$ cat src/rtl/fifo_bank_ctrl.sv
// Control plane for a bank of push/pop FIFOs: occupancy tracking, status flags,
// bank sequencing, round-robin pop arbitration onto one port and source back-pressure.
module fifo_bank_ctrl #(
    parameter int DATA_WIDTH = 10,
    parameter int ADDR_WIDTH = 3,
    parameter int NUM_FIFOS  = 4
) (
    input  logic                         i_clk,
    input  logic                         i_reset,
    input  logic                         i_init,
    input  logic [ADDR_WIDTH:0]          i_thr_hi_in,
    input  logic [ADDR_WIDTH:0]          i_thr_lo_in,
    input  logic [NUM_FIFOS-1:0]         i_push_in,
    input  logic                         i_pop_req,
    output logic [NUM_FIFOS-1:0]         o_push_out,
    output logic [NUM_FIFOS-1:0]         o_pop_out,
    output logic [$clog2(NUM_FIFOS)-1:0] o_sel_out,
    output logic                         o_valid_out,
    output logic [NUM_FIFOS-1:0]         o_empty,
    output logic [NUM_FIFOS-1:0]         o_full,
    output logic [NUM_FIFOS-1:0]         o_almost_full,
    output logic [NUM_FIFOS-1:0]         o_almost_empty,
    output logic                         o_pause_out,
    output logic [2:0]                   o_state_out,
    output logic                         o_idle_out,
    output logic                         o_error_out
);

    localparam int CNT_W = ADDR_WIDTH + 1;
    localparam int SEL_W = $clog2(NUM_FIFOS);
    localparam logic [CNT_W-1:0] DEPTH = {1'b1, {ADDR_WIDTH{1'b0}}};

    // The arbiter relies on natural wrap of the pointer, so the bank size must be a power of two.
    if (DATA_WIDTH < 1 || ADDR_WIDTH < 1 || NUM_FIFOS < 2 || NUM_FIFOS > 8 ||
        (NUM_FIFOS & (NUM_FIFOS - 1)) != 0) begin : g_param_check
        $error("fifo_bank_ctrl: unsupported parameter set");
    end

    typedef enum logic [2:0] {
        ST_RESET  = 3'd0,
        ST_INIT   = 3'd1,
        ST_IDLE   = 3'd2,
        ST_ACTIVE = 3'd3,
        ST_ERROR  = 3'd4
    } state_t;

    state_t               r_state;
    state_t               w_state_next;
    logic [CNT_W-1:0]     r_thr_hi;
    logic [CNT_W-1:0]     r_thr_lo;
    logic [SEL_W-1:0]     r_rr_ptr;
    logic [SEL_W-1:0]     r_sel;
    logic                 r_valid;

    logic                 w_run;
    logic                 w_pop_en;
    logic                 w_thr_ok;
    logic                 w_overflow;
    logic                 w_grant_vld;
    logic [SEL_W-1:0]     w_grant_idx;
    logic [NUM_FIFOS-1:0] w_empty;
    logic [NUM_FIFOS-1:0] w_full;

    assign w_thr_ok   = (i_thr_lo_in < i_thr_hi_in) && (i_thr_hi_in <= DEPTH);
    assign w_overflow = w_run && (|(i_push_in & w_full));
    assign o_push_out = w_run ? (i_push_in & ~w_full) : '0;

    genvar gi;
    generate
        for (gi = 0; gi < NUM_FIFOS; gi++) begin : g_fifo
            logic [CNT_W-1:0] r_cnt;

            always_ff @(posedge i_clk or negedge i_reset) begin
                if (!i_reset) begin
                    r_cnt <= '0;
                end else if (r_state == ST_INIT) begin
                    r_cnt <= '0;
                end else if (o_push_out[gi] && !o_pop_out[gi]) begin
                    r_cnt <= r_cnt + CNT_W'(1);
                end else if (!o_push_out[gi] && o_pop_out[gi]) begin
                    r_cnt <= r_cnt - CNT_W'(1);
                end
            end

            assign w_empty[gi]        = (r_cnt == '0);
            assign w_full[gi]         = (r_cnt == DEPTH);
            assign o_almost_full[gi]  = (r_cnt >= r_thr_hi);
            assign o_almost_empty[gi] = (r_cnt <= r_thr_lo);
        end
    endgenerate

    assign o_empty     = w_empty;
    assign o_full      = w_full;
    assign o_pause_out = (|o_almost_full) || (r_state == ST_ERROR);
    assign o_sel_out   = r_sel;
    assign o_valid_out = r_valid;

    always_ff @(posedge i_clk or negedge i_reset) begin
        if (!i_reset) begin
            r_state <= ST_RESET;
        end else begin
            r_state <= w_state_next;
        end
    end

    // An overflow is a hard fault and is never masked by a concurrent init request.
    always_comb begin
        w_state_next = r_state;
        case (r_state)
            ST_RESET:  w_state_next = ST_INIT;
            ST_INIT: begin
                if (!i_init) begin
                    w_state_next = w_thr_ok ? ST_IDLE : ST_ERROR;
                end
            end
            ST_IDLE: begin
                if (w_overflow)        w_state_next = ST_ERROR;
                else if (i_init)       w_state_next = ST_INIT;
                else if (|i_push_in)   w_state_next = ST_ACTIVE;
            end
            ST_ACTIVE: begin
                if (w_overflow)                        w_state_next = ST_ERROR;
                else if (i_init)                       w_state_next = ST_INIT;
                else if ((&w_empty) && !(|i_push_in))  w_state_next = ST_IDLE;
            end
            ST_ERROR:  w_state_next = ST_ERROR;
            default:   w_state_next = ST_ERROR;
        endcase
    end

    always_comb begin
        o_state_out = r_state;
        o_idle_out  = (r_state == ST_IDLE);
        o_error_out = (r_state == ST_ERROR);
        w_run       = (r_state == ST_IDLE) || (r_state == ST_ACTIVE);
        w_pop_en    = (r_state == ST_ACTIVE) && i_pop_req;
    end

    // Scan from the far end so the closest non-empty FIFO to rr_ptr is written last and wins.
    always_comb begin
        logic [SEL_W-1:0] idx;
        idx         = '0;
        w_grant_vld = 1'b0;
        w_grant_idx = '0;
        o_pop_out   = '0;
        if (w_pop_en) begin
            for (int k = NUM_FIFOS - 1; k >= 0; k--) begin
                idx = r_rr_ptr + SEL_W'(k);
                if (!w_empty[idx]) begin
                    w_grant_vld = 1'b1;
                    w_grant_idx = idx;
                end
            end
        end
        if (w_grant_vld) begin
            o_pop_out[w_grant_idx] = 1'b1;
        end
    end

    always_ff @(posedge i_clk or negedge i_reset) begin
        if (!i_reset) begin
            r_thr_hi <= CNT_W'(6);
            r_thr_lo <= CNT_W'(1);
            r_rr_ptr <= '0;
            r_sel    <= '0;
            r_valid  <= 1'b0;
        end else begin
            if (r_state == ST_INIT) begin
                r_thr_hi <= i_thr_hi_in;
                r_thr_lo <= i_thr_lo_in;
            end
            r_valid <= w_grant_vld;
            if (w_grant_vld) begin
                r_sel    <= w_grant_idx;
                r_rr_ptr <= w_grant_idx + SEL_W'(1);
            end
        end
    end

endmodule
$ cat config.mk
export PLATFORM = sky130hd
export DESIGN_NAME = fifo_bank_ctrl
export DESIGN_NICKNAME = d
export VERILOG_FILES = /design/src/rtl/fifo_bank_ctrl.sv
export SDC_FILE = /design/constraint.sdc
export NUM_CORES = 1
export LEC_CHECK = 0
export BUFFER_PORTS_ARGS = -buffer_cell sky130_fd_sc_hd__clkbuf_2
export CORE_ASPECT_RATIO = 1.75
export CORE_MARGIN = 3
export CORE_UTILIZATION = 60
export DETAILED_ROUTE_END_ITERATION = 12
export PLACE_DENSITY = 0.92
export SLEW_MARGIN = 20
export SYNTH_ARGS = -nofsm -noshare
export SYNTH_HDL_FRONTEND = slang
export SYNTH_SLANG_ARGS = --single-unit
$ cat constraint.sdc
create_clock -name i_clk -period 7.9 [get_ports i_clk]
set_input_delay 1.185 -clock i_clk [delete_from_list [all_inputs] [get_ports i_clk]]
set_output_delay 1.185 -clock i_clk [all_outputs]
set_load 0.03 [all_outputs]
==> metrics.yaml, run 1 <==
die_w_um: 58.8
ys_warn_count: 0
final.setup_skew_ns: 0.00446
ios: 49
path_clk_slew_ns: 0.07
crit_chain: "or4_4 -> a32oi_1 -> o21ai_0 -> a21oi_1 -> inv_1 -> ha_1 -> nand2_1 -> inv_1 -> clkbuf_2"
dp_cells: 402
grt-ovfl-total: 0
cp.depth: 9
yosys-top-cells-area: "dfrtp_1, ha_1, nand2_1"
period_share: 0.505
hold_violations: 0
vias: 2529
layout.nets: 424
startpoint: "g_fifo[2].r_cnt[1]"
drt-wirelength-per-cell_um: 17.8
maxCapViolations: 0
port_buffers: 48
crit_slowest_cell: "or4_4"
avgViaCountPerCell: 6.17
cp_max_fo: 7
syn-cell-area_um2: 2930
pre_cts_slack_ns: 3.94
setup.worst_path.start_class: "flip-flop"
synthCells: 306
grt_max_degree: 33
slew_violations: 0
cp-end-kind: "output port"
hp-class: "reg -> reg"
cts-root-buf: "clkbuf_8"
clock-sinks: 32
post-route-drc-count: 0
ys_ff_latch: 32
die_h_um: 98.4
max_stage_delay_ns: 0.62
ys_seq_area_frac: 0.275
finalSetupViolCount: 0
worst_pin_slew_ns: 0.944
firstDrtPassIters: 4
ff2ff_path_depth: 14
powerDensity_nw_per_um2: 352
grt_pass1_vias: 2563
fill_cells: 371
tritoncts: "built"
synth_top_area_cell: "dfrtp_1"
fin_crit_ns: 3.99
drive_gt1_frac: 0.218
relSlewSlack: 0.369
rows: 33
fin_tns_setup_ns: 0
synthTopCellsByCount: "ha_1, nand2_1, inv_1"
core_area_um2: 4710
synthArstFlopShare: 1.00
htreeDepth: 2
cts_resized: 0
clk_path_buf_depth: 2
ant_nets: 0
crit_type: "reg -> out"
dpl.hpwl_um: 5600
place.gp.congestion: 0.923
post-cts-setup-buffers: 0
cp_data_required_time_ns: 6.71
clk_latency_ns: 0.29
start_util: 0.621
fmax_mhz: 250
drtIter0Drc: 141
critPathBufInv: 3
avgSynthCellArea_um2: 9.56
synth_top_area_share: 0.248
ir_worst_vdd_mv: 0.375
finalCoreUtilization: 0.704
worstPathArrival_ns: 2.81
antenna_found_initial: 0
syn_to_final_growth_pct: 13.3
cts_inserted_buffers: 5
crit_top_cell: "inv_1"
wl_um: 7280
ys.flop_type: "dfrtp_1"
ys_types: 54
synth.most_common_cell: "ha_1"
dieArea_um2: 5780
rrSetupSlack_ns: 4.06
cp-endpoint: "o_pop_out[0]"
rr_startpoint: "g_fifo[2].r_cnt[1]"
fin_cells: 410
track_usage: 0.266
leakage_nw: 1.81
synth_edf_count: 0
cts_hold_buf: 0
antenna_cells: 0
syn-num-nets: 373
rsz0062_at_grt: "false"
reg2reg_to: "g_fifo[0].r_cnt[3]"
worst_slack_ns: 3.91
crit_family: "simple AND/OR/NAND/NOR gates"
grt_pass1_wl_um: 11800
status: "finished, final reports clean"
## cells in the final DEF (no fill, tap or decap), types with 4 or more instances in the layout
master     n
clkbuf_8   5
nor2b_1    6
xor2_1     4
a21boi_0   4
a41o_1     4
nor4b_1    4
a21o_1    16
inv_1     31
nand2_1   35
o211ai_1   4
a21oi_1   12
mux2i_1   12
and3_1     4
mux2_2     5
dfrtp_1   29
ha_1      47
fa_1       4
clkbuf_2  48
nor3b_1    4
o21ai_0   11
nor2_1     7
nand2b_1  12
## worst min-delay path by stage
| stage | depth (start not counted) | to | slack, ns | from |
|---|---|---|---|---|
| after CTS | 2 | r_thr_hi[3] | 0.49 | r_thr_hi[3] |
| final | 2 | r_thr_hi[3] | 0.49 | r_thr_hi[3] |
| after floorplan | 2 | r_thr_hi[3] | 0.45 | r_thr_hi[3] |
| after global routing | 2 | r_thr_hi[1] | 0.52 | r_thr_hi[1] |
| after global placement | 2 | o_sel_out[1] | 0.46 | o_sel_out[1] |
| after detailed placement | 2 | r_thr_hi[3] | 0.48 | r_thr_hi[3] |
## worst reg2reg max path, cell delays in order (launching register included)
cell      delay, ns
dfrtp_1        0.47
or4_4          0.62
a32oi_1        0.23
o21ai_0        0.09
a21oi_1        0.35
inv_1          0.12
ha_1           0.25
nand2_1        0.15
nand2_1        0.12
ha_1           0.32
a21o_1         0.18
a21o_1         0.20
o211ai_1       0.23
a21boi_0       0.26
o22a_1         0.17
## per-stage QoR
step                area, um2  total power [mW]  hold slack (ns)
floorplan                2930             0.806            0.450
global placement         3210             0.961            0.461
detailed placement       3210             0.998            0.476
CTS                      3310              1.17            0.492
global route             3310              1.25            0.517
finish                   3310              1.17            0.488
## flip-flops by register name, indices dropped and copies added, names as in the netlist
signal	cells
g_fifo.r_cnt	16
o_sel_out	2
r_rr_ptr	2
r_thr_lo	4
r_thr_hi	4
o_valid_out	1
o_state_out	3
## per-layer routing
layer	share of wire	track usage
met1	0.38	0.299
met3	0.050	0.0529
met5	0	0
met4	0.038	0.134
met2	0.53	0.457
## cells by family (layout without fill, tap and decap cells)
kind of cell               count (synthesis)  in the layout  synth area share
and+or+nand+nor                           87             87             0.178
AOI/OAI and AO/OA                         72             72             0.175
muxes                                     17             17            0.0603
DFF                                       32             32             0.275
xor gates and xnor gates                   8              8            0.0265
buffers and inverters                     39             91            0.0569
adders and majority gates                 51             51             0.228
## where the power goes
group          switching, mW  leakage [nW]  internal [mW]
registers             0.0705         0.416          0.214
logic                  0.441          1.34          0.284
clock network         0.0648        0.0552         0.0936
total                  0.576          1.81          0.591
## final cells by class
type                    count  area [um2]  share of cell area
clock buffers               6        72.6              0.0219
clock inverters             2        35.0              0.0106
inverters                  35         143              0.0430
multi-input cells         235        1950               0.590
flip-flops and latches     32         805               0.243
well taps                  52        65.1              0.0196
repair buffers             48         240              0.0725
(Power assumes the default switching activity.)
==> run 2: changes to the inputs <==
--- a/config.mk
+++ b/config.mk
@@ -8,9 +8,9 @@
 export BUFFER_PORTS_ARGS = -buffer_cell sky130_fd_sc_hd__clkbuf_2
 export CORE_ASPECT_RATIO = 1.75
 export CORE_MARGIN = 3
-export CORE_UTILIZATION = 60
+export CORE_UTILIZATION = 57
 export DETAILED_ROUTE_END_ITERATION = 12
-export PLACE_DENSITY = 0.92
+export PLACE_DENSITY = 0.89
 export SLEW_MARGIN = 20
 export SYNTH_ARGS = -nofsm -noshare
 export SYNTH_HDL_FRONTEND = slang
==> constraint.sdc (replaced) <==
create_clock -name i_clk -period 3.9 [get_ports i_clk]
set_input_delay 0.585 -clock i_clk [delete_from_list [all_inputs] [get_ports i_clk]]
set_output_delay 0.585 -clock i_clk [all_outputs]
set_load 0.03 [all_outputs]
==> run 2 against run 1 <==
Wire length is 3.0% lower. Register-to-register slack worse by 3.9 ns. Sequential power is 98% higher. Critical path type is now reg -> reg. Critical endpoint is now g_fifo[3].r_cnt[3]. Largest cell class unchanged.
==> metrics.yaml, run 2 (synthesis results as in run 1) <==
status: "finished, final reports clean"
crit_type: "reg -> reg"
powerDensity_nw_per_um2: 705  # +100%
fin_cells: 417  # +1.7%
core_area_um2: 4830  # +2.6%
layout.nets: 431  # +1.7%
track_usage: 0.248  # -0.0180
clk_latency_ns: 0.29  # about the same
largest_register_ffs: 16  # unchanged
grt_pass1_vias: 2459  # -4.1%
vias: 2511  # -0.71%
wl_um: 7060  # -3.0%
top_register: "g_fifo.r_cnt"
syn_to_final_growth_pct: 15.4
grt_pass1_wl_um: 11200  # -5.4%
leakage_nw: 1.84  # +1.9%
fin_crit_ns: 3.75
dieArea_um2: 6060  # +4.8%
ios: 49  # unchanged
cts-root-buf: "clkbuf_8"
slew_violations: 0  # unchanged
clock-sinks: 32  # unchanged
cp-endpoint: "g_fifo[3].r_cnt[3]"
cts_inserted_buffers: 5  # unchanged
worstPathArrival_ns: 3.91  # +1.10 ns
rsz0062_at_grt: "false"
start_util: 0.606  # -0.0159
maxCapViolations: 0  # unchanged
reg_top3: "g_fifo.r_cnt (16), r_thr_hi (4), r_thr_lo (4)"
layout.area.seq_um2: 805  # unchanged
cp_data_required_time_ns: 4.06  # -2.65 ns
antenna_cells: 0  # unchanged
drive_gt1_frac: 0.238  # +0.0205
startpoint: "g_fifo[2].r_cnt[1]"
relSlewSlack: 0.354  # -0.0148
drtIter0Drc: 147  # +4.3%
fmax_mhz: 267
avgViaCountPerCell: 6.02  # -2.4%
htreeDepth: 2  # unchanged
rows: 33  # unchanged
rrSetupSlack_ns: 0.15  # -3.91 ns
grt-ovfl-total: 0  # unchanged
cp_max_fo: 7  # unchanged
port_buffers: 48  # unchanged
layout_common_cells: "clkbuf_2, ha_1, nand2_1"
dp_cells: 407  # +1.2%
die_w_um: 60.2  # +2.3%
hp-class: "in -> async"
post-route-drc-count: 0  # unchanged
path_clk_slew_ns: 0.08  # about the same
die_h_um: 101  # +2.4%
worst_pin_slew_ns: 0.966  # +0.0221 ns
setup.worst_path.start_class: "flip-flop"
ff2ff_path_depth: 13  # -1
rr_startpoint: "g_fifo[2].r_cnt[1]"
ant_nets: 0  # unchanged
grt_max_degree: 33  # unchanged
place.gp.congestion: 0.893  # -3.2%
tritoncts: "built"
final_common_cell: "clkbuf_2"
hold_violations: 0  # unchanged
finalPower_mw: 2.38  # +100%
reg2reg_to: "g_fifo[3].r_cnt[3]"
fill_cells: 366  # -1.3%
drt-wirelength-per-cell_um: 16.9  # -4.6%
cp-end-kind: "flip-flop"
period_share: 0.962
final.setup_skew_ns: 0.00665  # +0.00219 ns
cts_hold_buf: 0  # unchanged
crit_slowest_cell: "or4_4"
fin_tns_setup_ns: 0  # unchanged
ir_worst_vdd_mv: 0.687  # +83%
crit_chain: "or4_4 -> a32oi_1 -> o21ai_0 -> a21oi_1 -> ha_1 -> and2_4 -> nand2b_1 -> ha_1 -> a21o_1 -> a21oi_1 -> nand3_1 -> a41oi_1 -> o311ai_1"
firstDrtPassIters: 4  # unchanged
multiInputGateArea_um2: 1960  # +0.32%
dpl.hpwl_um: 5430  # -2.9%
finalSetupViolCount: 0  # unchanged
clk_path_buf_depth: 2  # unchanged
antenna_found_initial: 0  # unchanged
max_stage_delay_ns: 0.60  # -0.02 ns
## run 2: worst min-delay path by stage
stage	from	endpoint	slack [ns]
after global placement	o_sel_out[1]	o_sel_out[1]	0.46
after CTS	i_reset	g_fifo[1].r_cnt[2]	0.41
after floorplan	i_reset	g_fifo[0].r_cnt[0]	0.29
final	i_reset	g_fifo[1].r_cnt[2]	0.39
after global routing	i_reset	g_fifo[1].r_cnt[2]	0.44
after detailed placement	o_sel_out[1]	o_sel_out[1]	0.47
## run 2: worst max-delay path, delay by kind of cell, from the launching register on
family | cells | cell delay, ns
DFF | 1 | 0.47
adders and majority gates | 2 | 0.54
AOI/OAI and AO/OA | 7 | 1.49
and+or+nand+nor | 4 | 1.12
## run 2: cell type report
cell class,count,area share
clock buffers,5,0.0204
clock inverters,3,0.0126
inverters,35,0.0422
multi-input cells,235,0.581
flip-flops and latches,32,0.238
well taps,52,0.0193
repair buffers,55,0.0867
## run 2: where the power goes
group	total, mW	switching (mW)	internal [mW]
Clock	0.327	0.138	0.189
Sequential	0.562	0.129	0.433
Combinational	1.49	0.893	0.599
Total	2.38	1.16	1.22
## run 2: timing repair
action / in CTS / in global routing
endpoints found under the setup margin: 0 / 1
buffers inserted: 0 / 2
gates resized for setup: 0 / 1
## run 2: stage by stage
step	utilization	area, um2	setup slack [ns]	hold slack, ns
floorplan	-	2930	0.303	0.289
global placement	0.672	3240	0.346	0.459
detailed placement	0.672	3240	0.190	0.465
CTS	0.695	3360	0.172	0.414
global route	0.699	3380	0.0413	0.442
finish	0.699	3380	0.149	0.385
## run 2: metal layers
| metal | wire [um] | up-vias | share of wire | track usage |
|---|---|---|---|---|
| met5 | 0 | - | 0 | 0 |
| met4 | 226 | 0 | 0.032 | 0.126 |
| met3 | 333 | 17 | 0.047 | 0.0372 |
| met2 | 3670 | 77 | 0.52 | 0.421 |
| met1 | 2830 | 1197 | 0.40 | 0.291 |
| li1 | - | 1220 | - | - |
